### src/rtl/ble_rx_pkg.sv
// Shared types and constants for the BLE receive path: IQ/discriminator widths,
// preamble patterns and the demodulator state encoding.
package ble_rx_pkg;

   localparam int unsigned IQ_W   = 4;
   localparam int unsigned PROD_W = 2 * IQ_W;
   localparam int unsigned DISC_W = 9;
   localparam int unsigned PRE_W  = 8;

   localparam logic [PRE_W-1:0] PREAMBLE_A = 8'hAA;
   localparam logic [PRE_W-1:0] PREAMBLE_B = 8'h55;

   typedef enum logic [1:0] {
      IDLE   = 2'd0,
      ACQ    = 2'd1,
      LOCKED = 2'd2
   } rx_state_e;

   // Either phase of the alternating BLE preamble is accepted.
   function automatic logic is_preamble(input logic [PRE_W-1:0] s);
      return (s == PREAMBLE_A) || (s == PREAMBLE_B);
   endfunction

endpackage

### src/rtl/ble_iq_disc.sv
// Cross-product frequency discriminator: registers the previous IQ sample and
// forms d = i_prev*q_in - q_prev*i_in combinationally against the current sample.
module ble_iq_disc
   import ble_rx_pkg::*;
(
   input  logic                     clk,
   input  logic                     rst,
   input  logic                     clr,
   input  logic                     load,
   input  logic signed [IQ_W-1:0]   i_in,
   input  logic signed [IQ_W-1:0]   q_in,
   output logic signed [DISC_W-1:0] d_c
);

   logic signed [IQ_W-1:0]   i_prev, q_prev;
   logic signed [IQ_W-1:0]   i_eff, q_eff;
   logic signed [PROD_W-1:0] p_iq, p_qi;

   always_ff @(posedge clk) begin
      if (rst) begin
         i_prev <= '0;
         q_prev <= '0;
      end else if (load) begin
         i_prev <= i_in;
         q_prev <= q_in;
      end else if (clr) begin
         i_prev <= '0;
         q_prev <= '0;
      end
   end

   // clr forces a zero history so a sample taken on the same edge sees d = 0.
   always_comb begin
      i_eff = clr ? '0 : i_prev;
      q_eff = clr ? '0 : q_prev;
      p_iq  = PROD_W'(i_eff) * PROD_W'(q_in);
      p_qi  = PROD_W'(q_eff) * PROD_W'(i_in);
      d_c   = DISC_W'(p_iq) - DISC_W'(p_qi);
   end

endmodule

### src/rtl/ble_gfsk_demod.sv
// BLE GFSK demodulator: IQ discriminator, integrate-and-dump slicer and preamble lock.
// Define BLE_DEMOD_PREAMBLE_EN to build the ACQ/LOCKED preamble logic and drive sync.
module ble_gfsk_demod
   import ble_rx_pkg::*;
#(
   parameter int unsigned SPS      = 8,
   parameter int unsigned MAX_BITS = 1024
) (
   input  logic              clk,
   input  logic              rst,
   input  logic              en,
   input  logic              sample_valid,
   input  logic [IQ_W-1:0]   i_in,
   input  logic [IQ_W-1:0]   q_in,
   output logic              bit_out,
   output logic              bit_valid,
   output logic              sync,
   output logic [DISC_W-1:0] disc_out
);

   localparam int unsigned PH_W  = $clog2(SPS);
   localparam int unsigned ACC_W = DISC_W + PH_W;

   if (SPS < 2 || SPS > 16 || MAX_BITS < 2) begin : g_param_check
      $error("ble_gfsk_demod: SPS must be 2..16 and MAX_BITS at least 2");
   end

   rx_state_e                state_q, state_d;
   logic                     accept, start, close;
   logic [PH_W-1:0]          phase, phase_eff;
   logic signed [ACC_W-1:0]  acc, acc_eff, acc_sum;
   logic signed [DISC_W-1:0] d_c;

   assign accept = en & sample_valid;
   // Leaving IDLE with en high is the enable rising edge.
   assign start  = en & (state_q == IDLE);

   ble_iq_disc u_disc (
      .clk  (clk),
      .rst  (rst),
      .clr  (start),
      .load (accept),
      .i_in ($signed(i_in)),
      .q_in ($signed(q_in)),
      .d_c  (d_c)
   );

   always_comb begin
      phase_eff = start ? '0 : phase;
      acc_eff   = start ? '0 : acc;
      acc_sum   = acc_eff + ACC_W'(d_c);
      close     = accept && (phase_eff == PH_W'(SPS - 1));
   end

   // Integrate-and-dump over one symbol; the slice is strictly positive.
   always_ff @(posedge clk) begin
      if (rst) begin
         phase     <= '0;
         acc       <= '0;
         bit_out   <= 1'b0;
         bit_valid <= 1'b0;
         disc_out  <= '0;
      end else begin
         bit_valid <= 1'b0;
         if (accept) begin
            disc_out <= d_c;
            if (close) begin
               bit_out   <= ~acc_sum[ACC_W-1] & (acc_sum != '0);
               bit_valid <= 1'b1;
               acc       <= '0;
               phase     <= '0;
            end else begin
               acc   <= acc_sum;
               phase <= phase_eff + PH_W'(1);
            end
         end else if (start) begin
            acc   <= '0;
            phase <= '0;
         end
      end
   end

`ifdef BLE_DEMOD_PREAMBLE_EN
   localparam int unsigned      CNT_W     = $clog2(MAX_BITS);
   localparam logic [CNT_W-1:0] LAST_BIT  = CNT_W'(MAX_BITS - 1);
   localparam logic [3:0]       FILL_FULL = 4'(PRE_W);

   logic [PRE_W-1:0] sreg_q, sreg_d;
   logic [3:0]       fill_q, fill_d;
   logic [CNT_W-1:0] bitcnt_q, bitcnt_d;
`endif

   always_ff @(posedge clk) begin
      if (rst) begin
         state_q  <= IDLE;
`ifdef BLE_DEMOD_PREAMBLE_EN
         sreg_q   <= '0;
         fill_q   <= '0;
         bitcnt_q <= '0;
         sync     <= 1'b0;
`endif
      end else begin
         state_q  <= state_d;
`ifdef BLE_DEMOD_PREAMBLE_EN
         sreg_q   <= sreg_d;
         fill_q   <= fill_d;
         bitcnt_q <= bitcnt_d;
         sync     <= (state_d == LOCKED);
`endif
      end
   end

`ifndef BLE_DEMOD_PREAMBLE_EN
   assign sync = 1'b0;
`endif

   // Lock decisions use the registered bit, so sync follows bit_valid by a cycle.
   always_comb begin
      state_d = state_q;
`ifdef BLE_DEMOD_PREAMBLE_EN
      sreg_d   = sreg_q;
      fill_d   = fill_q;
      bitcnt_d = bitcnt_q;
`endif
      case (state_q)
         IDLE: begin
            if (en) begin
               state_d = ACQ;
`ifdef BLE_DEMOD_PREAMBLE_EN
               sreg_d   = '0;
               fill_d   = '0;
               bitcnt_d = '0;
`endif
            end
         end
`ifdef BLE_DEMOD_PREAMBLE_EN
         ACQ: begin
            if (bit_valid) begin
               sreg_d = {sreg_q[PRE_W-2:0], bit_out};
               fill_d = (fill_q == FILL_FULL) ? fill_q : fill_q + 4'd1;
               // Only a fully populated window may match, so zero fill cannot fake 8'h55.
               if ((fill_d == FILL_FULL) && is_preamble(sreg_d)) begin
                  state_d  = LOCKED;
                  bitcnt_d = '0;
               end
            end
         end
         LOCKED: begin
            if (bit_valid) begin
               if (bitcnt_q == LAST_BIT) begin
                  state_d = ACQ;
                  sreg_d  = '0;
                  fill_d  = '0;
               end else begin
                  bitcnt_d = bitcnt_q + CNT_W'(1);
               end
            end
         end
`else
         ACQ: state_d = ACQ;
`endif
         default: state_d = IDLE;
      endcase
      if (!en) state_d = IDLE;
   end

endmodule

### config.mk
export PLATFORM = sky130hd
export DESIGN_NAME = ble_gfsk_demod
export DESIGN_NICKNAME = d
export VERILOG_FILES = /design/src/rtl/ble_rx_pkg.sv /design/src/rtl/ble_iq_disc.sv /design/src/rtl/ble_gfsk_demod.sv
export SDC_FILE = /design/constraint.sdc
export NUM_CORES = 1
export LEC_CHECK = 0
export ABC_CLOCK_PERIOD_IN_PS = 18000
export CORE_MARGIN = 2
export CORE_UTILIZATION = 65
export DETAILED_ROUTE_END_ITERATION = 16
export GPL_TIMING_DRIVEN = 0
export PLACE_DENSITY = 0.94
export SLEW_MARGIN = 20
export SYNTH_ARGS = -nofsm -noshare
export SYNTH_HDL_FRONTEND = slang
export SYNTH_SLANG_ARGS = --single-unit
### constraint.sdc
create_clock -name clk -period 18 [get_ports clk]
set_clock_uncertainty 0.1 [all_clocks]
set_input_delay 3.6 -clock clk [delete_from_list [all_inputs] [get_ports clk]]
set_output_delay 3.6 -clock clk [all_outputs]
set_load 0.01 [all_outputs]
== Word-level counts from Yosys, hierarchy flattened ==
Index checks and enable logic that the tools add are counted.
Widths: inputs -> output; s select.

* Flip-flop bits (word level): 36
* Output and inout bits: 12
* Logic and storage cells: 40

* $add $sub $neg: 3
* Multipliers: 2
* Equality and inequality tests: 2
* Mux-type cells: 12
* Bitwise logic cells: 6
* Reductions and logical operators: 7

{| class="wikitable"
|+ Operators by type and width
! cell !! count
|-
| $mux 12 || 3
|-
| $mul 4x4->8 || 2
|-
| $mux 4 || 4
|-
| $add 12x9->12 || 1
|-
| $reduce_bool 12->1 || 1
|-
| $mux 3 || 3
|-
| $sub 8x8->9 || 1
|-
| $reduce_or 2->1 || 3
|-
| $add 3x1->3 const B || 1
|-
| $and 1x1->1 || 3
|-
| $eq 3x3->1 const B || 1
|-
| $not 1->1 || 3
|-
| $eq 2x1->1 const B || 1
|-
| $logic_not 2->1 || 1
|-
| $mux 1 || 2
|-
| $reduce_and 2->1 || 1
|-
| $logic_and 1x1->1 || 1
|}

== Depth between registers and ports, before layout ==
* Word-level depth: 8
* Gate-level depth with buffers: 30

== Hierarchy ==
Synthesis repeated with hierarchy kept, for this count alone.

* Cells, all modules: 423
* Area total of the unflattened synthesis: 3,580.9 µm²

{| class="wikitable"
|+ Modules (own cells, without submodules)
! module !! times used !! cells an instance !! area an instance (µm²) !! sequential area each (µm²)
|-
| ble_iq_disc || 1 || 210 || 1,848.0 || 160.2
|-
| ble_gfsk_demod || 1 || 213 || 1,732.9 || 540.5
|}

== Worst setup path before layout ==
Ideal clock, no wire load.

* Path type: input-to-reg
* From: input port en
* To: register bit_out
* Arrival time: 9,853 ps
* Data required time: 17,771 ps
* Path slack: 7,918 ps
* Stages: 29
* Buffers on the path: 3
* Cell sequence: nand2b_2 > clkbuf_1 > clkbuf_1 > clkbuf_1 > nand3_1 > fa_1 > inv_1 > fa_1 > inv_1 > ha_1 > inv_1 > fa_1 > inv_1 > fa_1 > inv_1 > ha_1 > a31oi_2 > a22oi_1 > a21o_1 > a21oi_4 > xor2_4 > inv_1 > ha_1 > nand2_1 > a221oi_1 > mux2i_1 > xor2_1 > nor4_1 > nor3_1

* Cells in the longest elaborated chain, start to end: 7
* Elaborated cells on any way between the ends: 16
* Those cells by class: add/sub (2); mul (2); eq/ne (1); mux (4); bitwise (4); reduce/logical (3)

{| class="wikitable"
|+ Ends and longest elaborated chain
! what !! RTL line !! RTL
|-
| from (decl) || ble_gfsk_demod.sv:11 || <nowiki>input logic en,</nowiki>
|-
| $and 1x1->1 (*) || ble_gfsk_demod.sv:36 || <nowiki>assign start = en & (state_q == IDLE);</nowiki>
|-
| $mux 4 || n/a ||
|-
| $mul 4x4->8, on equally long branches || ble_iq_disc.sv:36, ble_iq_disc.sv:37 ||
|-
| $sub 8x8->9 (*) || ble_iq_disc.sv:38 || <nowiki>d_c = DISC_W'(p_iq) - DISC_W'(p_qi);</nowiki>
|-
| net d_c[8] || ble_gfsk_demod.sv:32 || <nowiki>logic signed [DISC_W-1:0] d_c;</nowiki>
|-
| $add 12x9->12 (*) || ble_gfsk_demod.sv:51 || <nowiki>acc_sum = acc_eff + ACC_W'(d_c);</nowiki>
|-
| $reduce_bool 12->1 or $not 1->1 (tied branches) || ble_gfsk_demod.sv:68 || <nowiki>bit_out <= ~acc_sum[ACC_W-1] & (acc_sum != '0);</nowiki>
|-
| $and 1x1->1 (*) || ble_gfsk_demod.sv:68 ||
|-
| to (signal assigned) || ble_gfsk_demod.sv:68 ||
|-
| to (decl) || ble_gfsk_demod.sv:15 || <nowiki>output logic bit_out,</nowiki>
|}

Mark *: on every way through the listed nets, which the timed path passes. The rest lies on a longest branch.
A chain may end at the register's enable or synchronous reset.

== Worst setup path after layout ==
Same ends and word-level chain as after synthesis.

==> results.json <==
{
  "rsz0062_at_grt": "no",
  "synth_edf_count": 0,
  "cts_tree": "yes",
  "cp-end-kind": "register",
  "period_share_pct": 64.0,
  "min_from": "disc_out[4]",
  "slowest_stage": "fa_1",
  "antenna_found_initial": 0,
  "grt_pass1_vias": 3218,
  "cts_made_buffers": 5,
  "final_cells": 520,
  "die_w_microns": 77.1,
  "timing.rr.start": "state_q[0]",
  "ys_seq_area_share_pct": 20.2,
  "core_area_sq_um": 5140,
  "placed_cells": 513,
  "synthFlopType": "dfxtp_1",
  "grt_max_degree": 11,
  "rrSetupSlack_ns": 9.91,
  "yosys_warnings": 0,
  "slowest_delay_ns": 0.57,
  "vias": 3158,
  "status": "finished clean",
  "maxSlewViolCount": 0,
  "drcViolationCount": 0,
  "die-area_sq_um": 5950,
  "synth_xor_area_share_pct": 6.27,
  "place_hpwl_mm": 6.65,
  "synth_top_family_by_area": "adder cells",
  "arrival_ns": 11.59,
  "cpMostUsedCell": "inv_1",
  "syn_inst": 422,
  "ys_seq_elements": 35,
  "p_per_area_nw_per_um2": 145,
  "synth-compound-area-share_pct": 13.9,
  "drt_wl_total_mm": 8.70,
  "synth_cell_types": 51,
  "reg2reg_to": "bit_out",
  "p_leak_nw": 1.80,
  "relSlewSlack_pct": 59.4,
  "layout_setup_ws_ns": 6.48,
  "synth.area.mux_share_pct": 0.576,
  "clock.fmax_mhz": 86.8,
  "cts_setup_buffers": 0,
  "post_cts_resized": 0,
  "dp_worst_setup_slack_ns": 6.27,
  "globalRoute.totalOverflow": 0,
  "clk_pin_slew_worst_paths_ns": 0.07,
  "hold_path.class": "reg -> reg",
  "die_y_microns": 77.1,
  "grt_pass1_wl_mm": 14.7,
  "drt_iter0_drc": 215,
  "routed_via_density": 6.07,
  "layout_commonest_cell": "inv_1",
  "synthArstFlopShare_pct": 0,
  "setup_tns_ns": 0,
  "min_period_ns": 11.52,
  "holdPathStages": 2,
  "cts_sinks": 35,
  "cts_htree_levels": 2,
  "antenna_cells": 0,
  "synthSimpleGateAreaFrac_pct": 20.9,
  "area.growth.synth_to_final_pct": 11.5,
  "synth_area_sq_um": 3470,
  "ios": 24,
  "avgRoutedWirePerCell_microns": 16.7,
  "r2r.worst_path.cells": 29,
  "start_kind": "primary input",
  "mostFrequentLayoutCells": "56 x inv_1, 35 x ha_1, 35 x dfxtp_1",
  "initial_utilization_pct": 67.6,
  "path_max_fanout": 10,
  "root_buffer": "clkbuf_8",
  "clock_latency_ns": 0.29,
  "max_cap_viol_count": 0,
  "required_ns": 18.06,
  "synthAdderAreaFrac_pct": 29.6,
  "holdPathEnd": "disc_out[4]",
  "port_buffers": 21,
  "drive_gt1_share_pct": 2.89,
  "tightestPinTransition_ns": 0.609,
  "finalHoldViolations": 0,
  "drt-pass1-iter-count": 5,
  "rows": 26,
  "track_usage_pct": 30.7,
  "syn_area_per_cell_sq_um": 8.23,
  "ctsHoldBuffers": 0,
  "synth_nets": 498,
  "clockBufferDepth": 2,
  "setup_viol": 0,
  "nNetsFinal": 526,
  "gp_congestion": 0.927,
  "peakVddDrop_mv": 0.146,
  "timing.hold.ws_ns": 0.356,
  "setup.worst_path.class": "in -> reg",
  "ant_nets": 0
}
## logic make-up after synthesis
logic type                 count (synthesis)
and+or+nand+nor                          148
buffers and inverters                     77
AOI/OAI and AO/OA                         73
adders and majority gates                 65
DFF                                       35
xor gates and xnor gates                  21
muxes                                      2
other                                      1
## critical path, delay by kind of cell
family / cells / cell delay [ns]
multiplexers: 1 / 0.16
AND/OR/NAND/NOR: 5 / 0.91
AO/OA/AOI/OAI: 5 / 1.20
adder cells (fa/ha/maj): 7 / 3.14
XOR/XNOR: 2 / 0.53
buffers and inverters: 10 / 2.03
## per-layer routing
metal  GRT usage, %  part of all wire [%]  up-vias
met3           4.71                   7.2       22
met4           9.46                   2.4        0
met5              0                     0        -
li1               -                     -     1464
met1           35.8                    38     1523
met2           57.5                    52      149
## state kept, by name, indices dropped and copies added, names as in the netlist
name and cells:
disc_out 9, phase 3, acc 12, bit_out 1
state_q 1, u_disc.i_prev 4, u_disc.q_prev 4, bit_valid 1
## per-stage QoR
| step | area [sq um] | utilization, % | power (W) |
|---|---|---|---|
| 6_report | 3870 | 75.4 | 0.000562 |
| 3_5_place_dp | 3770 | 73.4 | 0.000482 |
| 4_1_cts | 3870 | 75.4 | 0.000557 |
| 5_1_grt | 3870 | 75.4 | 0.000602 |
| 3_3_place_gp | 3770 | 73.4 | 0.000464 |
| 2_1_floorplan | 3470 | - | 0.000403 |
## Yosys cell counts (2+ instances only)
cell type	count	area share (%)
o21a_1	3	0.65
a31oi_1	2	0.36
ha_1	35	13
dfxtp_1	35	20
or4_1	2	0.43
mux2i_1	2	0.58
o211ai_1	2	0.43
a22oi_1	7	1.5
nand4b_1	2	0.50
nor2b_1	4	0.72
a211oi_1	3	0.65
xnor2_1	13	3.3
and3_1	20	3.6
nand2_1	34	3.7
o21ai_0	6	0.86
nor2_1	34	3.7
nand3_1	20	2.9
nand2b_1	2	0.36
o31ai_1	2	0.43
and2_1	12	2.2
a21o_1	5	1.1
a21boi_0	3	0.65
fa_1	29	17
nor3_1	12	1.7
inv_1	56	6.0
a21oi_1	27	3.9
o221ai_1	3	0.76
xor2_1	5	1.3
clkbuf_1	20	2.2
## worst max path at each step
stage                     from  endpoint  depth (start not counted)
after floorplan             en   bit_out                         29
after global placement      en   bit_out                         30
after detailed placement    en   bit_out                         30
after CTS                   en   bit_out                         30
after global routing        en   bit_out                         30
final                       en   bit_out                         30
## final cells by class
cell class                 instances  area (sq um)
multi-input combinational        310          2480
fill                             393          1260
sequential                        35           701
timing repair buffer              21           210
inverter                          56           210
tap                               70          87.6
buffer                            21          82.6
clock buffer                       6          72.6
clock inverter                     1          30.0
## power breakdown
part,internal [W],switching [W],total (W)
sequential,0.0000907,0.00000738,0.0000980
clock,0.0000406,0.0000283,0.0000689
combinational,0.000167,0.000228,0.000396
total,0.000299,0.000264,0.000562
No activity file was read; power rests on OpenSTA's default activity.
